==> config.mk <==
export PLATFORM = sky130hd
export DESIGN_NAME = spect_ahb_writer
export DESIGN_NICKNAME = d
export VERILOG_FILES = /design/src/rtl/spect_ahb_writer_pkg.sv /design/src/rtl/spect_ahb_writer.sv
export SDC_FILE = /design/constraint.sdc
export NUM_CORES = 1
export LEC_CHECK = 0
export CAP_MARGIN = 10
export CORE_MARGIN = 2
export CORE_UTILIZATION = 49
export CTS_CLUSTER_DIAMETER = 150
export DETAILED_ROUTE_END_ITERATION = 10
export PLACE_DENSITY = 0.81
export SYNTH_ARGS = -nofsm -noshare
export SYNTH_HDL_FRONTEND = slang
export SYNTH_SLANG_ARGS = --single-unit
export TNS_END_PERCENT = 20
==> constraint.sdc <==
create_clock -name hclk -period 3.7 [get_ports hclk]
set_input_delay 0.555 -clock hclk [delete_from_list [all_inputs] [get_ports hclk]]
set_output_delay 0.555 -clock hclk [all_outputs]
set_load 0.01 [all_outputs]
==> src/rtl/spect_ahb_writer_pkg.sv <==
// spect_ahb_writer_pkg: AHB-Lite encodings shared by the stream-to-memory writer
package spect_ahb_writer_pkg;
  localparam logic [1:0] HTRANS_IDLE   = 2'b00;
  localparam logic [1:0] HTRANS_NONSEQ = 2'b10;
  localparam logic [2:0] HSIZE_WORD    = 3'b010;
  localparam logic [2:0] HBURST_SINGLE = 3'b000;
  localparam logic       HRESP_OKAY    = 1'b0;
  localparam logic       HRESP_ERROR   = 1'b1;
endpackage

==> src/rtl/spect_ahb_writer.sv <==
// spect_ahb_writer: AHB-Lite master draining a 32-bit AXI-Stream into memory as pipelined SINGLE word writes
module spect_ahb_writer
  import spect_ahb_writer_pkg::*;
#(
  parameter int LW = 16
) (
  input  logic          hclk,
  input  logic          hreset,
  input  logic          ce,
  input  logic          start,
  input  logic [31:0]   base_addr,
  input  logic [LW-1:0] frame_len,
  output logic          busy,
  output logic          done,
  output logic          err,
  input  logic [31:0]   tdata_s,
  input  logic          tvalid_s,
  output logic          tready_s,
  output logic [31:0]   haddr_m,
  output logic [1:0]    htrans_m,
  output logic [2:0]    hsize_m,
  output logic [2:0]    hburst_m,
  output logic          hwrite_m,
  output logic [31:0]   hwdata_m,
  input  logic          hready_m,
  input  logic          hresp_m
);
  localparam logic [1:0] ST_IDLE  = 2'd0;
  localparam logic [1:0] ST_RUN   = 2'd1;
  localparam logic [1:0] ST_FLUSH = 2'd2;
  localparam logic [1:0] ST_FIN   = 2'd3;
  logic [1:0]    state_q, state_d;
  logic [31:0]   haddr_q, haddr_d, adata_q, adata_d, hwdata_q, hwdata_d;
  logic          a_vld_q, a_vld_d, d_vld_q, d_vld_d, err_q, err_d;
  logic [LW-1:0] len_q, len_d, fetched_q, fetched_d;
  logic          go, err_now, a_acc, s_acc;
  always_comb begin
    go        = start & (state_q == ST_IDLE);
    err_now   = d_vld_q & ~hready_m & (hresp_m == HRESP_ERROR);
    a_acc     = a_vld_q & hready_m;
    tready_s  = ce & (state_q == ST_RUN) & (fetched_q < len_q) & (~a_vld_q | hready_m) & ~err_now;
    s_acc     = tvalid_s & tready_s;
    haddr_d   = go ? {base_addr[31:2], 2'b00} : a_acc ? haddr_q + 32'd4 : haddr_q;
    len_d     = go ? frame_len : len_q;
    fetched_d = go ? '0 : fetched_q + LW'(s_acc);
    adata_d   = s_acc ? tdata_s : adata_q;
    a_vld_d   = ~err_now & (s_acc | (a_vld_q & ~a_acc));
    d_vld_d   = a_acc | (d_vld_q & ~hready_m);
    hwdata_d  = a_acc ? adata_q : hwdata_q;
    err_d     = ~go & (err_q | err_now);
    state_d   = (state_q == ST_IDLE)  ? (go ? ST_RUN : ST_IDLE) :
                err_now               ? ST_FLUSH :
                (state_q == ST_RUN)   ? ((fetched_q == len_q) ? ST_FLUSH : ST_RUN) :
                (state_q == ST_FLUSH) ? ((~a_vld_q & ~d_vld_q) ? ST_FIN : ST_FLUSH) :
                ST_IDLE;
  end
  always_ff @(posedge hclk) begin
    if (hreset) begin
      state_q   <= ST_IDLE;
      haddr_q   <= '0;
      adata_q   <= '0;
      hwdata_q  <= '0;
      a_vld_q   <= 1'b0;
      d_vld_q   <= 1'b0;
      err_q     <= 1'b0;
      len_q     <= '0;
      fetched_q <= '0;
    end else begin
      state_q   <= state_d;
      haddr_q   <= haddr_d;
      adata_q   <= adata_d;
      hwdata_q  <= hwdata_d;
      a_vld_q   <= a_vld_d;
      d_vld_q   <= d_vld_d;
      err_q     <= err_d;
      len_q     <= len_d;
      fetched_q <= fetched_d;
    end
  end
  assign htrans_m = (a_vld_q & ~err_now) ? HTRANS_NONSEQ : HTRANS_IDLE;
  assign haddr_m  = haddr_q;
  assign hwdata_m = hwdata_q;
  assign hsize_m  = HSIZE_WORD;
  assign hburst_m = HBURST_SINGLE;
  assign hwrite_m = 1'b1;
  assign busy     = state_q != ST_IDLE;
  assign done     = state_q == ST_FIN;
  assign err      = err_q;
endmodule

**Word level (Yosys, flattened, before mapping)**

Index checks and enable logic that the tools add are counted.

- Bits in registers: 133
- Output and inout port bits: 77
- Logic and storage cells: 55

- $add $sub $neg: 2
- $lt $le $gt $ge: 1
- Equality and inequality tests: 4
- Muxes and demuxes: 10
- Bitwise gates (word level): 24
- Reductions and logical operators: 4

Operator list:

| kind | count |
|---|---|
| 32-bit two-way mux | 2 |
| 32-bit by 3-bit adder with 32-bit output (second input constant) | 1 |
| 16-bit by 1-bit adder with 16-bit output | 1 |
| 16-bit equality test | 1 |
| 16-bit less-than comparator | 1 |
| 1-bit AND | 14 |
| 2-bit two-way mux | 6 |
| 1-bit inverter | 6 |
| 2-bit equality test (second input constant) | 2 |
| 1-bit OR | 4 |
| 2-bit nonzero test | 2 |
| 2-bit by 1-bit equality test with 1-bit output (second input constant) | 1 |
| 2-bit logical NOT | 1 |
| 1-bit two-way mux | 2 |
| 2-bit OR reduction | 1 |

**Longest topological paths before layout**

- Depth in word-level cells: 8
- Depth in mapped cells: 15
- Depth with buffers taken out: 13

**Worst setup path after synthesis**

No wires, ideal clock.

- Kind: input-to-reg
- Start point: input port hready_m
- End point: register fetched_q[14]
- Arrival time: 2.672 ns
- Required time: 3.572 ns
- Path slack: 0.901 ns
- Stages on the path: 13
- Path buffers: 2
- Cells stage by stage: and3b_1 -> nor4b_2 -> nand4_1 -> nor4b_2 -> buf_4 -> buf_8 -> ha_1 -> ha_1 -> nand2_1 -> nor3_1 -> nand2_1 -> xor2_1 -> nor2_1

- Cells in the longest elaborated chain, start to end: 7
- Elaborated cells on any way between the ends: 9
- Classes of those cells: add/sub: 1; bitwise: 8

Ends and longest elaborated chain:

| element | line | source |
|---|---|---|
| start, declared | spect_ahb_writer.sv:25 | `input logic hready_m,` |
| 1-bit inverter | spect_ahb_writer.sv:39 | `err_now = d_vld_q & ~hready_m & (hresp_m == HRESP_ERROR);` |
| 1-bit AND (2 in series) | spect_ahb_writer.sv:39 |  |
| 1-bit inverter | spect_ahb_writer.sv:41 | `tready_s = ce & (state_q == ST_RUN) & (fetched_q < len_q) & (~a_vld_q \| hready_m) & ~err_now;` |
| 1-bit AND (*) | spect_ahb_writer.sv:41 |  |
| 1-bit AND (*) | spect_ahb_writer.sv:42 | `s_acc = tvalid_s & tready_s;` |
| 16-bit by 1-bit adder with 16-bit output (*) | spect_ahb_writer.sv:45 | `fetched_d = go ? '0 : fetched_q + LW'(s_acc);` |
| end signal, assigned | spect_ahb_writer.sv:77 | `fetched_q <= fetched_d;` |
| end, declared | spect_ahb_writer.sv:35 | `logic [LW-1:0] len_q, len_d, fetched_q, fetched_d;` |

Every way passes the cells marked *; elsewhere a longest branch is shown, timed or not.
A chain may end at the register's enable or synchronous reset.

**Final worst setup path**

- Start point: register len_q[15]
- End point: output port tready_s

- Cells in the longest elaborated chain, start to end: 4

Ends and longest elaborated chain:

| element | line | source |
|---|---|---|
| start, declared | spect_ahb_writer.sv:35 |  |
| start signal, assigned | spect_ahb_writer.sv:76 | `len_q <= len_d;` |
| 16-bit less-than comparator | spect_ahb_writer.sv:41 |  |
| 1-bit AND (3 in series) | spect_ahb_writer.sv:41 |  |
| end, declared | spect_ahb_writer.sv:18 | `output logic tready_s,` |

Every way passes these cells.

==> results.tsv <==
stage	metric	value	unit
final_layout	nets@finish	946	
power_and_ir_drop	Pwr per Cell Area	481	nW/µm²
sta	actual transition at the worst max-transition pin	0.735	ns
grt	number of global-route vias before repair	5034	
run_status	run status	completed	
logic_synthesis	sequential element share of the synthesized area	0.436	
logic_synthesis	post-synthesis instance total	708	
placement	HPWL after detailed placement	10000	µm
power_and_ir_drop	Static Leak	2.95	nW
clocking	CTS tree	yes	
clocking	hold buffer count at CTS	0	
hold_path	HP Class	flop to flop	
sta	final setup TNS	0	ns
sta	number of endpoints with negative hold slack in the final report	0	
final_layout	area of the multi-input gates	3090	µm²
logic_synthesis	biggest area contributors in the synthesized netlist	sky130_fd_sc_hd__dfxtp_1 44%, sky130_fd_sc_hd__nand2_1 7.6%, sky130_fd_sc_hd__nand2b_1 6.9%	
logic_synthesis	mean instance size in the synthesized netlist	8.50	µm²
clocking	maximum clock path buffer count	2	
routing	remaining routing DRC violations	0	
floorplan	Die Span X	115	µm
sta	Clock Skew	0.00941	ns
final_layout	Filler cells	928	
clocking	Worst-Skew Late Latency	0.41	ns
placement	port buffer count	151	
logic_synthesis	number of unique standard cell types used by synthesis	39	
setup_path	Worst Setup Start Kind	flop	
sta	Min Clock Period, post-route	3.37	ns
grt	global-route wire length before repair	23700	µm
routing	routed len/inst	14.5	µm
final_layout	sequential standard cell area	2620	µm²
clocking	number of CTS-inserted buffers	17	
clocking	setup repair bufs after CTS	0	
sta	final worst hold slack	0.451	ns
power_and_ir_drop	Final Power	3.92	mW
setup_path	endpoint arrival time on the critical path	2.81	ns
placement	GP Congestion	0.877	
floorplan	core box area	12000	µm²
setup_path	sort of element at the end of the critical path	output port	
routing	Routed WL	14500	µm
floorplan	site row count	40	
grt	maximum number of pins on one net before global-route repair	70	
routing	Iter 0 DRT Violations	276	
power_and_ir_drop	Worst VDD drop	0.000391	V
setup_path	data required time of the worst path	3.14	ns
grt	Total GRT Usage	0.226	
sta	headroom to the max-slew limit	0.508	
final_layout	diode count	0	
logic_synthesis	flops & latches, synth	131	
logic_synthesis	YS warnings	0	
routing	count of vias placed by the detailed router	5206	
final_layout	highest-count cells in the layout ignoring fill and taps	150 x sky130_fd_sc_hd__clkdlybuf4s50_1, 131 x sky130_fd_sc_hd__dfxtp_1, 121 x sky130_fd_sc_hd__nand2_1	
floorplan	top-level port count	164	
clocking	number of instances resized during post-cts repair	0	
final_layout	ratio of cells with drive above 1 in the final layout	0.0492	
floorplan	Die ar.	13200	µm²
sta	Final Slew Violations	0	
clocking	CTS Root Cell	sky130_fd_sc_hd__clkbuf_16	
clocking	sinks on the clock net	131	
setup_path	category of the most critical setup path	flop to output port	
logic_synthesis	proportion of netlist area held by the largest area contributor	0.436	
grt	total gr overflow	0	
floorplan	effective utilization at floorplan	0.501	
final_layout	most common cell after layout, fill and taps aside	sky130_fd_sc_hd__clkdlybuf4s50_1	
grt	number of antenna violations at the first check in global routing	0	
final_layout	post-layout instance count excluding filler cells	1000	
final_layout	final design utilization	0.680	
floorplan	die boundary height	115	µm
logic_synthesis	Cell Area, Synth	6020	µm²
routing	post-route ant nets	0	
routing	DRT Pass-1 Iters	4	
sta	Fmax achieved	297	MHz
logic_synthesis	biggest area consumer among synthesized cells	sky130_fd_sc_hd__dfxtp_1	
routing	routed via count divided by cell count	5.21	
clocking	clk slew on worst S/H paths	0.06	ns
final_layout	signed area change from the synthesized netlist to the final layout	35.6	%
sta	unrepaired setup endpoints after global routing	no	
clocking	maximum level of the CTS H-tree	4	
sta	final setup violation count	0	
setup_path	maximum fanout count along the critical path	3	
placement	count of placed standard cells including taps	968	
job	number of max-cap violations	0	
sta	share of the clock period used by the worst path after layout	0.910	
logic make-up (layout without fill, tap and decap cells):
kind of cell / after synthesis / count (layout) / synth area share
simple gates: 313 / 313 / 0.255
flops: 131 / 131 / 0.436
mux: 32 / 32 / 0.0532
buf+inv: 73 / 210 / 0.0586
fa+ha+maj: 19 / 19 / 0.0395
xor+xnor: 41 / 41 / 0.0597
other cells: 2 / 10 / 0.00125
compound gates: 97 / 97 / 0.0973
flip-flops by register name (all words and copies together), names as in the netlist, named ones only:
register   flops
state_q        2
haddr_m       30
len_q         16
adata_q       32
err            1
fetched_q     16
a_vld_q        1
hwdata_m      32
power by group:
part           switching [mW]  leakage (nW)  internal [mW]
Clock                   0.589         0.316           1.19
Sequential             0.0789          1.07           1.50
Combinational           0.272          1.57          0.293
path summary, 6_finish.rpt:
check,startpoint,endpoint,slack (ns),cells past startpoint
hold reg to reg,adata_q[23]$_SDFFE_PP0N_,hwdata_m[23]$_SDFFE_PP0P_,0.45,2
hold / removal,adata_q[23]$_SDFFE_PP0N_,hwdata_m[23]$_SDFFE_PP0P_,0.45,2
setup reg to reg,len_q[15]$_SDFFE_PP0P_,fetched_q[12]$_SDFF_PP0_,0.70,13
setup / recovery,len_q[15]$_SDFFE_PP0P_,tready_s,0.33,7
layout make-up:
class	count	share of cell area
multi-input combinational	512	0.378
sequential	131	0.321
timing repair buffer	158	0.191
clock buffer	22	0.0593
tap	147	0.0225
clock inverter	10	0.0187
inverter	20	0.00919
cells in the mapped netlist:
cell / number
sky130_fd_sc_hd__nand3_1: 15
sky130_fd_sc_hd__a21oi_1: 55
sky130_fd_sc_hd__buf_4: 11
sky130_fd_sc_hd__and3b_1: 1
sky130_fd_sc_hd__ha_1: 19
sky130_fd_sc_hd__nor4_1: 4
sky130_fd_sc_hd__xnor2_1: 14
sky130_fd_sc_hd__or3_1: 1
sky130_fd_sc_hd__buf_8: 3
sky130_fd_sc_hd__nor4b_2: 2
sky130_fd_sc_hd__nand4_1: 13
sky130_fd_sc_hd__o21a_1: 2
sky130_fd_sc_hd__a211oi_1: 28
sky130_fd_sc_hd__xor2_1: 27
sky130_fd_sc_hd__buf_2: 3
sky130_fd_sc_hd__o21bai_1: 1
sky130_fd_sc_hd__a21boi_0: 1
sky130_fd_sc_hd__o211ai_1: 1
sky130_fd_sc_hd__dfxtp_1: 131
sky130_fd_sc_hd__nand3b_1: 1
sky130_fd_sc_hd__inv_1: 20
sky130_fd_sc_hd__mux2i_1: 32
sky130_fd_sc_hd__nor2_1: 55
sky130_fd_sc_hd__and4_1: 7
sky130_fd_sc_hd__a41oi_1: 1
sky130_fd_sc_hd__nand2b_1: 66
sky130_fd_sc_hd__a21o_1: 1
sky130_fd_sc_hd__a311oi_1: 2
sky130_fd_sc_hd__o2bb2ai_1: 1
sky130_fd_sc_hd__o21ai_0: 4
sky130_fd_sc_hd__conb_1: 2
sky130_fd_sc_hd__and2_1: 6
sky130_fd_sc_hd__nor4b_1: 1
sky130_fd_sc_hd__nor3_1: 3
sky130_fd_sc_hd__clkbuf_1: 27
sky130_fd_sc_hd__and3_1: 12
sky130_fd_sc_hd__nand2_1: 122
sky130_fd_sc_hd__buf_1: 9
sky130_fd_sc_hd__nor2b_1: 4
layer usage:
metal,track usage,part of all wire
met5,0,0
met4,0.0723,0.013
met3,0.0775,0.063
met2,0.379,0.49
met1,0.273,0.43
worst max-delay path, cell delays in order, from the launching register on:
cell and delay, ns:
sky130_fd_sc_hd__dfxtp_1 0.32, sky130_fd_sc_hd__inv_1 0.05, sky130_fd_sc_hd__ha_1 0.32, sky130_fd_sc_hd__nand4_1 0.17
sky130_fd_sc_hd__nor4_1 0.41, sky130_fd_sc_hd__a21boi_0 0.49, sky130_fd_sc_hd__nor3_1 0.14, sky130_fd_sc_hd__clkdlybuf4s50_1 0.51
through the flow:
stage               setup WS [ns]  instance area, µm²
detailed placement          0.304                7530
floorplan                   0.901                6050
global placement            0.399                7530
finish                      0.333                8170
CTS                         0.280                8170
global route                0.101                8170
Power figures use the tool's default switching activity.
